`src/rtl/cla_16bit_sub_pipe.sv`:
```
// Two-stage pipelined subtractor (num1 - num2 - b_in) built from 4-bit lookahead groups, with borrow and ALU flags.
// Optional SUB_SAT_EN adds a sat_mode input that clamps signed-overflowing results.
module cla_16bit_sub_pipe #(
  parameter int WIDTH = 16,
  parameter int SPLIT = 8
) (
  input  logic             clk,
  input  logic             rst,
  input  logic             in_valid,
  output logic             in_ready,
  input  logic [WIDTH-1:0] num1,
  input  logic [WIDTH-1:0] num2,
  input  logic             b_in,
`ifdef SUB_SAT_EN
  input  logic             sat_mode,
`endif
  output logic             out_valid,
  input  logic             out_ready,
  output logic [WIDTH-1:0] diff,
  output logic             b_out,
  output logic             zero,
  output logic             neg,
  output logic             ovf
);

  localparam int HI_W = WIDTH - SPLIT;

  // Returns {carry_out, sum[3:0]} of a + b + c0.
  function automatic logic [4:0] cla4(input logic [3:0] a, input logic [3:0] b, input logic c0);
    logic [3:0] g;
    logic [3:0] p;
    logic [4:0] c;
    g    = a & b;
    p    = a ^ b;
    c[0] = c0;
    c[1] = g[0] | (p[0] & c0);
    c[2] = g[1] | (p[1] & g[0]) | (p[1] & p[0] & c0);
    c[3] = g[2] | (p[2] & g[1]) | (p[2] & p[1] & g[0]) | (p[2] & p[1] & p[0] & c0);
    c[4] = g[3] | (p[3] & g[2]) | (p[3] & p[2] & g[1]) | (p[3] & p[2] & p[1] & g[0])
         | (p[3] & p[2] & p[1] & p[0] & c0);
    return {c[4], p ^ c[3:0]};
  endfunction

`ifdef SUB_SAT_EN
  function automatic logic [WIDTH-1:0] sat_clamp(input logic [WIDTH-1:0] d, input logic ov,
                                                 input logic sm, input logic n1_msb);
    if (sm && ov) return {n1_msb, {(WIDTH-1){~n1_msb}}};
    return d;
  endfunction
`endif

  logic s1_valid;
  logic s2_valid;
  logic s1_ready;
  logic s2_ready;

  assign s2_ready  = !s2_valid || out_ready;
  assign s1_ready  = !s1_valid || s2_ready;
  assign in_ready  = s1_ready;
  assign out_valid = s2_valid;

  // Stage 0 -> 1: low half, subtraction as num1 + ~num2 + !b_in
  logic [SPLIT-1:0] lo_sum;
  logic             lo_c;
  logic [4:0]       lo_grp;

  always_comb begin
    lo_sum = '0;
    lo_grp = '0;
    lo_c   = ~b_in;
    for (int g = 0; g < SPLIT / 4; g++) begin
      lo_grp            = cla4(num1[4*g +: 4], ~num2[4*g +: 4], lo_c);
      lo_sum[4*g +: 4]  = lo_grp[3:0];
      lo_c              = lo_grp[4];
    end
  end

  logic [SPLIT-1:0] diff_lo_p1;
  logic             c_mid_p1;
  logic [HI_W-1:0]  num1_hi_p1;
  logic [HI_W-1:0]  num2_hi_p1;
`ifdef SUB_SAT_EN
  logic             sat_p1;
`endif

  always_ff @(posedge clk) begin
    if (rst) s1_valid <= 1'b0;
    else if (s1_ready) s1_valid <= in_valid;
  end

  always_ff @(posedge clk) begin
    if (in_valid && s1_ready) begin
      diff_lo_p1 <= lo_sum;
      c_mid_p1   <= lo_c;
      num1_hi_p1 <= num1[WIDTH-1:SPLIT];
      num2_hi_p1 <= num2[WIDTH-1:SPLIT];
`ifdef SUB_SAT_EN
      sat_p1     <= sat_mode;
`endif
    end
  end

  // Stage 1 -> 2: high half, borrow and flags
  logic [HI_W-1:0]  hi_sum;
  logic             hi_c;
  logic [4:0]       hi_grp;
  logic [WIDTH-1:0] diff_w;
  logic [WIDTH-1:0] res_w;
  logic             ovf_w;

  always_comb begin
    hi_sum = '0;
    hi_grp = '0;
    hi_c   = c_mid_p1;
    for (int g = 0; g < HI_W / 4; g++) begin
      hi_grp           = cla4(num1_hi_p1[4*g +: 4], ~num2_hi_p1[4*g +: 4], hi_c);
      hi_sum[4*g +: 4] = hi_grp[3:0];
      hi_c             = hi_grp[4];
    end
    diff_w = {hi_sum, diff_lo_p1};
    ovf_w  = (num1_hi_p1[HI_W-1] ^ num2_hi_p1[HI_W-1]) & (diff_w[WIDTH-1] ^ num1_hi_p1[HI_W-1]);
`ifdef SUB_SAT_EN
    res_w  = sat_clamp(diff_w, ovf_w, sat_p1, num1_hi_p1[HI_W-1]);
`else
    res_w  = diff_w;
`endif
  end

  always_ff @(posedge clk) begin
    if (rst) begin
      s2_valid <= 1'b0;
      diff     <= '0;
      b_out    <= 1'b0;
      zero     <= 1'b0;
      neg      <= 1'b0;
      ovf      <= 1'b0;
    end else if (s2_ready) begin
      s2_valid <= s1_valid;
      if (s1_valid) begin
        diff  <= res_w;
        b_out <= ~hi_c;
        zero  <= (res_w == '0);
        neg   <= res_w[WIDTH-1];
        ovf   <= ovf_w;
      end
    end
  end

endmodule

```
`config.mk`:
```
export PLATFORM = sky130hd
export DESIGN_NAME = cla_16bit_sub_pipe
export DESIGN_NICKNAME = d
export VERILOG_FILES = /design/src/rtl/cla_16bit_sub_pipe.sv
export SDC_FILE = /design/constraint.sdc
export NUM_CORES = 1
export LEC_CHECK = 0
export ABC_AREA = 1
export ABC_CLOCK_PERIOD_IN_PS = 2200
export CAP_MARGIN = 20
export CORE_ASPECT_RATIO = 1.5
export CORE_MARGIN = 2
export CORE_UTILIZATION = 46
export CTS_BUF_LIST = sky130_fd_sc_hd__clkbuf_4 sky130_fd_sc_hd__clkbuf_8
export CTS_CLUSTER_DIAMETER = 40
export DETAILED_ROUTE_END_ITERATION = 10
export PLACE_DENSITY = 0.76
export SLEW_MARGIN = 20
export SYNTH_ARGS = -nofsm -noshare
export SYNTH_HDL_FRONTEND = slang
export SYNTH_SLANG_ARGS = --single-unit
```
`constraint.sdc`:
```
create_clock -name clk -period 2.2 [get_ports clk]
set_input_delay 0.44 -clock clk [delete_from_list [all_inputs] [get_ports clk]]
set_output_delay 0.44 -clock clk [all_outputs]
set_load 0.02 [all_outputs]
```
==> qor.txt <==
DR iter-0 viols - 64
WL/cell - 11.03 um
clk slew on worst S/H paths - 90 ps
Routed WL - 4.456 mm
RSZ-0062 raised after global routing - true
Hold EP - diff[7]
area grow syn2layout - 43.10%
adder-cell share of the synthesized area - 12.13%
run status - finished, violations left
flip-flop and latch count after synthesis - 46
share of layout cells above drive strength 1 - 18.05%
Ports - 59
reg2reg setup slack - -110 ps
Yosys warnings - 0
slew at the pin closest to its max-slew limit - 407.3 ps
Hold Path Stages - 2
H-tree depth - 2
Layout Nets - 394
xor/xnor share of the synthesized area - 1.895%
largest net degree at the start of global routing - 26
max-slew violation count - 0
RR Endpoint - diff[15]
Die W - 61.87 um
synthesized area - 0.002311 mm^2
hold_sp - diff[7]
CTS tree - yes
Fin Hold WS - 467.4 ps
Final WS setup - -114.0 ps
total CTS buffers - 5
Tcrit/Tclk final - 105.2%
crit path time final - 2314 ps
Post-DRT Antenna Nets - 0
grt total ovfl - 0
Root Buffer - clkbuf_8
Crit Reg-Reg Startpoint - num2_hi_p1[0]
register area share after synthesis - 50.68%
Peak VDD IR - 0.0004702 V
Max Fclk - 432.2 MHz
mux share of post-synthesis cell area - 0%
hold crit path type - flip-flop to flip-flop
synthesized area per cell - 9.134 um^2
first-pass GRT wire length - 7.327 mm
P per Cell Area - 618.7 mW/mm^2
hold_buf cts - 0
CTS sink count - 46
largest family of logic cells by synthesized area - simple AND/OR/NAND/NOR gates
number of library cell types mapped by synthesis - 26
crit start category - flip-flop
Leak - 1.563 nW
Synth Area in Compound Gates - 9.042%
Simple-Gate Fraction of Synth Area - 16.95%
Arrival @ worst endpoint - 2570 ps
worst reg-to-reg path cell count - 20
worst skew pair latency - 300 ps
vias in the first global route - 1820
initial antenna violation count - 0
Die Area - 0.005618 mm^2
core box area - 0.004848 mm^2
final hold violation count - 0
Vias - 1905
Port Buffers - 58
Residual DRC - 0
Core Rows - 31
crit path kind - flip-flop to flip-flop
ANT cells - 0
final setup fails - 4
Max clock buf depth - 2
Syn Nets - 310
failing checks - setup timing
Req. time, crit path - 2460 ps
Initial Utilization - 47.66%
Overall Power - 2.046 mW
Max-Cap Viols - 0
Max FO, Critical Path - 3
clock skew - 12.22 ps
Post-DP HPWL - 3.393 mm
Via density - 4.715
total track usage - 17.21%
Rel. slew slack - 72.82%
Die Height - 90.81 um
kind of end point of the critical path - flip-flop
Pre-Repair DR Iteration Count - 6
GPL Wtd Cong - 0.7451
Post-Synthesis Cells - 253
==> registers in the layout, indices dropped and copies added (netlist names) <==
register    count
diff           16
out_valid       1
diff_lo_p1      8
s1_valid        1
zero            1
ovf             1
num2_hi_p1      8
c_mid_p1        1
b_out           1
num1_hi_p1      8
==> synth_stat cells (all sizes together) <==
cell type | count | area, um^2
a21o | 2 | 15.01
fa | 4 | 80.08
xnor2 | 3 | 26.28
buf | 5 | 27.53
nand4 | 1 | 6.260
a31oi | 1 | 6.260
edfxtp | 25 | 750.7
clkbuf | 1 | 3.750
dfxtp | 21 | 420.4
nor3b | 1 | 7.510
nand3 | 12 | 60.06
and3 | 1 | 6.260
a21oi | 16 | 98.85
nand2 | 48 | 200.2
o21ai | 14 | 73.82
ha | 16 | 200.2
xor2 | 2 | 17.52
nor2 | 29 | 111.4
o211ai | 2 | 15.01
inv | 49 | 183.9
==> critical path, stage by stage, from the launching register on <==
cell and delay (ps):
edfxtp_1 390, inv_1 70, ha_1 230, nand2_1 80
nand2_2 60, nand3_2 60, nand2_2 60, buf_4 140
buf_6 110, buf_4 120, buf_4 120, buf_4 120
buf_4 120, buf_4 140, nand2_4 70, nand2_2 60
nand2_2 80, nand2_2 70, nand2_2 50, o211ai_1 80
inv_1 70
==> where the power goes <==
| group | switching [mW] | total, mW | internal (mW) |
|---|---|---|---|
| Clock | 0.286 | 0.510 | 0.224 |
| Sequential | 0.0328 | 1.02 | 0.982 |
| Combinational | 0.251 | 0.521 | 0.270 |
==> worst max path at each step <==
stage	startpoint	end	slack [ps]	cells past startpoint
after floorplan	num1_hi_p1[1]	zero	10	14
after global placement	num2[1]	diff_lo_p1[4]	-290	11
after detailed placement	num2[1]	diff_lo_p1[5]	-340	11
after CTS	num1_hi_p1[3]	zero	-90	14
after global routing	num2_hi_p1[0]	diff[15]	-270	20
final	num2_hi_p1[0]	diff[15]	-110	20
==> routing by layer <==
metal	routed length (um)	track usage [%]	up-vias	share of wire, %
met5	0	0	-	0
met4	127	5.496	0	2.9
met3	231	4.155	9	5.2
met2	2508	32.98	53	56
met1	1589	16.57	872	36
li1	-	-	971	-
==> cells in the final DEF, fill, tap and decap left out, types with 2 or more instances in the layout <==
cell             instances
nand2_2                 11
inv_1                   45
a21oi_1                 12
nand2_1                 36
a21oi_2                  3
nor2_1                  28
xor2_1                   2
edfxtp_1                25
xnor2_1                  3
buf_4                   23
dlymetal6s2s_1           4
nand3_2                  2
inv_2                    4
clkbuf_8                 5
o21ai_0                 13
dfxtp_1                 21
clkdlybuf4s50_1         54
fa_1                     3
ha_4                     2
ha_1                    14
nand3_1                 10
o211ai_1                 2
a21o_1                   2
==> logic make-up after synthesis <==
| kind of cell | count (synthesis) |
|---|---|
| buffers and inverters | 55 |
| AND/OR/NAND/NOR | 92 |
| AO/OA/AOI/OAI | 35 |
| adder cells (fa/ha/maj) | 20 |
| XOR/XNOR | 5 |
| flip-flops | 46 |
==> through the flow <==
stage | worst slack (ps) | instances | util [%] | TNS, ps | instance area, um^2
final | -114.0 | 404 | 68.21 | -301.1 | 3307
after global routing | -268.4 | 404 | 68.21 | -989.6 | 3307
after CTS | -93.42 | 401 | 67.02 | -93.42 | 3249
after detailed placement | -342.9 | 384 | 63.07 | -1472 | 3058
after global placement | -286.4 | 384 | 63.07 | -1087 | 3058
after floorplan | 11.91 | 253 | - | 0 | 2316
==> layout make-up <==
cell class | instances | area [um^2]
clock buffers | 5 | 68.82
inverters | 49 | 183.9
repair buffers | 83 | 794.5
clock inverters | 3 | 20.02
well taps | 66 | 82.58
fillers | 384 | 1541
multi-input cells | 152 | 985.9
flip-flops and latches | 46 | 1171
==> repair_timing <==
action | CTS | global route
endpoints found under the setup margin | 3 | 6
hold endpoints to repair | 0 | 0
resized for setup | 7 | 13
buffers inserted | 9 | 3
pin swaps | 8 | 8
(Power assumes the default switching activity.)
==> variant: new RTL, same flow settings <==
The parameter `WIDTH` goes from 16 to 18.
--- a/src/rtl/cla_16bit_sub_pipe.sv
+++ b/src/rtl/cla_16bit_sub_pipe.sv
@@ -2,5 +2,5 @@
 // Optional SUB_SAT_EN adds a sat_mode input that clamps signed-overflowing results.
 module cla_16bit_sub_pipe #(
-  parameter int WIDTH = 16,
+  parameter int WIDTH = 18,
   parameter int SPLIT = 8
 ) (
Interface: changed (resized diff, num1 and num2); port bits go from 59 to 65. No check against the original RTL was run, so the function may have changed too.
==> variant against the original RTL <==
- the flow still finishes with violations (negative setup slack)
- synthesized cell count increased by 1.2%
- highest routed layer unchanged
- critical path type unchanged
- via count decreased by 2.7%
- clock power increased by 22%
- setup slack got worse by 0.086 ns
- sequential cell count increased by 2
- cell area increased by 0.98%
- count of clock-buffer cells in the layout increased by 1
- wire length decreased by 4.8%
- total power increased by 5.7%
- fmax decreased by 3.6%
- clock skew increased by 0.0014 ns
- area after synthesis increased by 2.9%
- sequential power increased by 4%
==> variant: results (changes against the original RTL) <==
yosys-top-cells-area: "edfxtp_1 34%, dfxtp_1 18%, ha_1 8.4%"
finClkSkew_ns: 0.0136  # +0.00139 ns
rr_endpoint: "zero$_SDFFE_PP0P_"
synth_commonest_cells: "46 x inv_1, 43 x nand2_1, 27 x edfxtp_1"
violations: "negative setup slack"
grt_usage: 0.160  # -0.0120
setup_slack_ns: -0.200  # -0.0857 ns
antenna_cells: 0  # unchanged
portBuffers: 59  # +1.7%
grt_pass1_wl_microns: 7290  # -0.46%
vdd_drop_max_uv: 384  # -18%
power_leakage_nw: 1.52  # -2.5%
avgViaCountPerCell: 4.63  # -1.8%
yosysUniqueCellTypes: 29  # +12%
finalSetupViolations: 1  # -3
wl_per_cell_microns: 10.6  # -3.9%
nets: 392  # -0.51%
grt_max_degree: 28  # +7.7%
critPathArrivalTime_ns: 2.64  # +0.07 ns
met3WireLength_microns: 213  # -7.8%
use_met2: 0.298  # -0.0314
reg2reg_from: "num1_hi_p1[0]$_DFFE_PP_"
drt_iter0_markers: 77  # +20%
gp_congestion: 0.782  # +5.0%
fill_cells: 423  # +10%
met2_length_microns: 2310  # -7.9%
grt_pass1_vias: 1750  # -3.8%
post_cts_buffers: 0  # -9
reg2reg_depth: 14  # -30%
wl_met1_microns: 1640  # +3.1%
hpwl_microns: 3310  # -2.5%
status: "finished, violations left"
hold_end: "b_out$_SDFFE_PP0P_"
drive_gt1_frac: 0.145  # -0.0359
yosysSeqAreaShare: 0.518  # +0.0111
dpl_cell_area_sq_um: 3180  # +4.0%
## variant: worst max-delay path by stage
stage	from	endpoint	slack (ns)	cells past startpoint
global placement	num2[1]	diff_lo_p1[5]$_DFFE_PP_	-0.28	12
detailed placement	num2[1]	diff_lo_p1[5]$_DFFE_PP_	-0.30	12
CTS	num1_hi_p1[0]$_DFFE_PP_	zero$_SDFFE_PP0P_	-0.20	14
floorplan	num1_hi_p1[1]$_DFFE_PP_	zero$_SDFFE_PP0P_	0.008	14
finish	num1_hi_p1[0]$_DFFE_PP_	zero$_SDFFE_PP0P_	-0.20	14
global route	num1_hi_p1[0]$_DFFE_PP_	zero$_SDFFE_PP0P_	-0.30	14
## variant: cells by family (layout without fill, tap and decap cells)
logic type,Yosys count,in the layout,share of synthesized area
DFF,48,48,0.518
adders and majority gates,20,20,0.118
and+or+nand+nor,86,86,0.156
AOI/OAI and AO/OA,34,34,0.0805
xor gates and xnor gates,7,7,0.0258
other,1,3,0.00158
buffers and inverters,60,134,0.101
## variant: repair_timing
action                                  4_1_cts  5_1_grt
resized for setup                             1        9
endpoints found under the setup margin        1        3
pin swaps                                     3        9
## variant: worst max-delay path, cell delays in order (launching register included)
cell,delay [ns]
edfxtp_1,0.46
ha_4,0.30
nand2_1,0.04
nor2_1,0.08
nand2_1,0.06
nand3_2,0.10
inv_2,0.04
fa_1,0.52
nor3b_2,0.16
nand3_1,0.09
nor2_1,0.13
nand2_1,0.08
nor2_2,0.09
nand3_1,0.09
a21oi_2,0.11
## variant: power breakdown
group	switching (W)	total [W]	leakage [nW]	internal, W
logic	0.000238	0.000484	1.03	0.000246
registers	0.0000309	0.00106	0.437	0.00103
clock network	0.000273	0.000623	0.0586	0.000350
total	0.000542	0.00216	1.52	0.00162
## variant: per-stage QoR
| stage | TNS [ns] | instances | worst slack, ns | power (W) | util |
|---|---|---|---|---|---|
| final | -0.200 | 400 | -0.200 | 0.00216 | 0.662 |
| after global routing | -0.304 | 400 | -0.304 | 0.00228 | 0.662 |
| after CTS | -0.201 | 400 | -0.201 | 0.00217 | 0.655 |
| after detailed placement | -1.36 | 392 | -0.305 | 0.00155 | 0.630 |
| after global placement | -1.18 | 392 | -0.279 | 0.00154 | 0.630 |
| after floorplan | 0 | 258 | 0.00750 | 0.00135 | - |
## variant: layout make-up
| type | instances | area share |
|---|---|---|
| flip-flops and latches | 48 | 0.369 |
| multi-input cells | 150 | 0.298 |
| repair buffers | 73 | 0.215 |
| inverters | 53 | 0.0596 |
| well taps | 68 | 0.0255 |
| clock buffers | 6 | 0.0229 |
| clock inverters | 2 | 0.0105 |
